## src/rtl/uart_tx_fifo.sv

```systemverilog
// Byte FIFO in front of uart_tx. It absorbs clock-rate bursts and drains one byte
// per frame through uart_tx's start/busy handshake.
module uart_tx_fifo #(
    parameter int DEPTH_LOG2 = 4,
    parameter int DATA_W     = 8
) (
    input  logic                clk,
    input  logic                reset,
    input  logic [DATA_W-1:0]   wr_data,
    input  logic                wr_en,
    output logic                full,
    output logic                empty,
    output logic [DEPTH_LOG2:0] count,
    output logic                overflow,
    input  logic                clr_ovf,
    output logic [DATA_W-1:0]   tx_data,
    output logic                tx_start,
    input  logic                tx_busy
);
    localparam int DEPTH = 1 << DEPTH_LOG2;

    logic [DATA_W-1:0]     mem [DEPTH];
    logic [DEPTH_LOG2:0]   wr_ptr;
    logic [DEPTH_LOG2:0]   rd_ptr;
    logic [DEPTH_LOG2-1:0] wr_idx;
    logic [DEPTH_LOG2-1:0] rd_idx;
    logic                  push;
    logic                  pop;
    logic                  drop;

    assign wr_idx = wr_ptr[DEPTH_LOG2-1:0];
    assign rd_idx = rd_ptr[DEPTH_LOG2-1:0];

    // The extra pointer MSB separates full (same index, one lap apart) from empty.
    assign empty = (wr_ptr == rd_ptr);
    assign full  = (wr_idx == rd_idx) && (wr_ptr[DEPTH_LOG2] != rd_ptr[DEPTH_LOG2]);
    assign count = wr_ptr - rd_ptr;

    // tx_start depends only on registered pointers, so uart_tx never sees a
    // combinational path back from its own busy output or from the producer.
    assign tx_start = ~empty;
    assign tx_data  = tx_start ? mem[rd_idx] : '0;

    // A write while full is dropped even if a pop frees a slot on the same edge.
    assign push = wr_en & ~full;
    assign drop = wr_en & full;
    assign pop  = tx_start & ~tx_busy;

    // NOTE: sequential state uses non-blocking assignments so every process sees
    // the pre-edge values of the pointers and flags.
    always_ff @(posedge clk) begin
        if (!reset) begin
            wr_ptr   <= '0;
            rd_ptr   <= '0;
            overflow <= 1'b0;
        end else begin
            if (push) wr_ptr <= wr_ptr + 1'b1;
            if (pop)  rd_ptr <= rd_ptr + 1'b1;
            if (drop)         overflow <= 1'b1;
            else if (clr_ovf) overflow <= 1'b0;
        end
    end

    // NOTE: the storage array has no reset; stale entries are never visible
    // because tx_data is forced to zero whenever the FIFO is empty.
    always_ff @(posedge clk) begin
        if (push) mem[wr_idx] <= wr_data;
    end

endmodule
```

## config.mk

```make
export PLATFORM = sky130hd
export DESIGN_NAME = uart_tx_fifo
export DESIGN_NICKNAME = d
export VERILOG_FILES = /design/src/rtl/uart_tx_fifo.sv
export SDC_FILE = /design/constraint.sdc
export NUM_CORES = 1
export LEC_CHECK = 0
export CELL_PAD_IN_SITES_DETAIL_PLACEMENT = 0
export CELL_PAD_IN_SITES_GLOBAL_PLACEMENT = 2
export CORE_MARGIN = 3
export CORE_UTILIZATION = 31
export CTS_BUF_LIST = sky130_fd_sc_hd__clkbuf_4 sky130_fd_sc_hd__clkbuf_8
export CTS_CLUSTER_DIAMETER = 30
export DETAILED_ROUTE_END_ITERATION = 6
export GPL_TIMING_DRIVEN = 0
export PLACE_DENSITY_LB_ADDON = 0.05
export SLEW_MARGIN = 20
export SYNTH_ARGS = -nofsm -noshare
export SYNTH_HDL_FRONTEND = slang
export SYNTH_SLANG_ARGS = --single-unit
```

## constraint.sdc

```tcl
create_clock -name clk -period 3.1 [get_ports clk]
set_input_delay 0.62 -clock clk [delete_from_list [all_inputs] [get_ports clk]]
set_output_delay 0.62 -clock clk [all_outputs]
set_load 0.02 [all_outputs]
```

==> run_results.csv <==
group,metric,value,unit
floorplan,ioPinCount,30,
setup_path,worstSetupStartpointType,"flip-flop",
clock_network,clk_pin_slew,0.07,ns
clock_network,cts_hold_buf,0,
timing,fin_crit,2.97,ns
setup_path,critical_path_class,"reg -> out",
layout,layout-drive-gt1-share,25.3,%
detailed_routing,top_layer,"met4",
detailed_routing,first_pass_iters,4,
hold_path,holdPathEnd,"rd_ptr[2]",
floorplan,die_height,144,µm
synth,synth_edf_count,128,
detailed_routing,wl_met2,6.55,mm
setup_path,ff2ff_path_depth,7,
global_route,grt_max_degree,17,
setup_path,timing.rr.end,"mem[4][0]",
run_status,status,"completed",
synth,yosysWarnings,0,
setup_path,setup.worst_path.end_class,"output pin",
floorplan,start_util,32.2,%
timing,setup_viol,0,
power_and_ir_drop,powerDensity,666,nW/µm²
clock_network,cts_tree,"built",
global_route,grt_overflow,0,
synth,synth_area_leaders,"edfxtp_1, mux4_2, mux4_1",
setup_path,r2r-start,"wr_ptr[0]",
synth,avgSynthCellArea,18.9,µm²
synth,synthCells,312,
setup_path,r2r_slack,0.38,ns
global_route,grtUsageTotal,13.2,%
synth,synth_top_cell_by_area,"edfxtp_1",
synth,synth_cell_types,36,
power_and_ir_drop,ir_worst_vdd,0.000251,V
placed_design,dp_hpwl,8.67,mm
detailed_routing,wirelength,12.6,mm
layout,area_growth,18.3,%
clock_network,cts_root_buf,"clkbuf_8",
timing,max_freq,337,MHz
setup_path,critPathMaxFanout,10,
clock_network,clk_latency,0.43,ns
power_and_ir_drop,p_leak,2.31,nW
flow_run,maxCapViolCount,0,
floorplan,core,18300,µm²
synth,ys_seq_elements,143,
clock_network,clock_path_buffers,2,
detailed_routing,vias,2876,
hold_path,min_path_type,"reg -> reg",
detailed_routing,drt_iter0_markers,115,
timing,tightest_slew,1.01,ns
timing,tns,0,ns
synth,syn-num-nets,335,
synth,ys_seq_area_share,70.3,%
global_route,grt_pass1_wl,19.2,mm
floorplan,die_x,144,µm
timing,fin_crit_sh,95.8,%
clock_network,cts_sinks,143,
floorplan,rows,49,
floorplan,die_area,20700,µm²
placed_design,place_congestion,0.712,
layout,fin_nets,386,
setup_path,cp.arrival,2.35,ns
hold_path,hold_path_depth,2,
timing,rsz0062_at_grt,"false",
setup_path,worstPathRequired,2.48,ns
timing,drv_slew,0,
timing,hold_viol,0,
timing,relSlewSlack,32.7,%
global_route,grt_pass1_vias,3073,
hold_path,min-delay-start,"rd_ptr[2]",
synth,yosys_most_used_dff,"edfxtp_1",
clock_network,cts-htree-levels,4,
synth,synthArstFlopShare,0,%
synth,syn-cell-area,5900,µm²
detailed_routing,ant_nets,0,
detailed_routing,wl_met1,5.60,mm
layout,n_antenna_cell,0,
detailed_routing,drc,0,
detailed_routing,via_per_inst,4.75,
timing,whs,0.514,ns
detailed_routing,wl_per_cell,20.9,µm
detailed_routing,wl_met3,411,µm
placed_design,portBuffers,29,
clock_network,cts_made_buffers,17,
global_route,antenna_found_initial,0,
synth,synth_top_area_share,65.2,%
timing,skew,0.0106,ns
layer usage:
layer  global-route usage, %  vias to the layer above
met2                    22.2                       46
met5                       0                        -
met1                    16.6                     1481
li1                        -                     1347
met4                    3.42                        0
met3                    3.89                        2
Yosys cell counts, drive strengths merged (5+ instances only):
cell	number
a21oi	12
and2	9
buf	10
dfxtp	15
edfxtp	128
ha	9
inv	8
mux2	8
mux2i	12
mux4	32
nand2	9
nor2	12
nor2b	5
o21ai	8
xnor2	7
area by class of cell:
type	instances	area, µm²
fill	1714	11400
buffer	13	115
multi-input combinational	147	1660
clock inverter	14	213
timing repair buffer	33	288
clock buffer	18	241
inverter	8	30.0
tap	229	287
sequential	143	4150
stage by stage:
| stage | power (mW) | cell area (µm²) | setup slack (ns) | std cells | util [%] |
|---|---|---|---|---|---|
| floorplan | 2.71 | 5900 | 0.820 | 312 | - |
| global placement | 3.05 | 6470 | -0.260 | 570 | 35.3 |
| detailed placement | 3.05 | 6520 | -0.0680 | 573 | 35.5 |
| CTS | 4.72 | 7000 | 0.000961 | 604 | 38.2 |
| global route | 4.85 | 6980 | 0.00686 | 605 | 38.1 |
| finish | 4.64 | 6980 | 0.131 | 605 | 38.1 |
registers in the layout (all words and copies together) (netlist names), named ones only:
register,flops
mem,128
overflow,1
rd_ptr,5
wr_ptr,5
report_power, final:
part	total [mW]	leakage [nW]	internal, mW	switching, mW
clock network	1.67	0.221	0.967	0.706
registers	2.15	1.28	2.13	0.0188
logic	0.820	0.812	0.374	0.446
repair_timing:
action | 4_1_cts | 5_1_grt
gates cloned | 0 | 0
pin swaps | 0 | 1
gates resized for setup | 31 | 16
endpoints found under the setup margin | 10 | 13
setup buffers | 0 | 1
cell families (layout without fill, tap and decap cells):
logic type      count (synthesis)  count (layout)  share of synthesized area [%]
buf+inv                        22              86                           2.23
flops                         143             143                           70.3
fa+ha+maj                      10              10                           2.25
xor+xnor                       11              11                           1.76
simple gates                   46              46                           4.01
compound gates                 28              28                           2.84
mux                            52              52                           16.6
placed cells by master, fill, tap and decap left out, types with 2 or more instances in the layout:
master	instances
nand2b_1	2
mux4_1	12
mux4_2	20
clkbuf_1	3
buf_4	8
clkbuf_2	7
o21ai_2	2
buf_6	3
nand2_1	8
xor2_1	4
nor2_1	11
bufinv_16	5
dfxtp_1	14
xnor2_1	6
mux2i_1	11
clkdlybuf4s50_1	16
clkbuf_8	17
clkinvlp_4	3
a21oi_1	12
and2_1	9
mux2_2	8
inv_6	2
o211ai_1	2
nor3_2	4
clkinv_2	2
nor2b_1	5
dlymetal6s2s_1	3
ha_1	9
edfxtp_1	128
o21a_1	2
o21ai_1	5
a21o_1	2
buf_2	2
inv_1	8
worst max-delay path by stage:
stage | from | end | slack (ns) | depth (start not counted)
2_1_floorplan | wr_ptr[0] | tx_data[0] | 0.82 | 6
3_3_place_gp | wr_en | mem[0][6] | -0.26 | 4
3_5_place_dp | flip-flop | tx_data[7] | -0.07 | 7
4_1_cts | flip-flop | tx_data[5] | 0.001 | 7
5_1_grt | flip-flop | tx_data[3] | 0.007 | 7
6_report | flip-flop | tx_data[3] | 0.13 | 7
critical path: stages (launching register included):
cell and delay [ns]:
dfxtp_1 0.33, buf_6 0.14, buf_12 0.15, mux4_1 0.55, mux2_2 0.29, o21ai_1 0.14
a21oi_1 0.06, clkdlybuf4s15_2 0.26
Note: power is estimated with default switching activity, not from simulation.
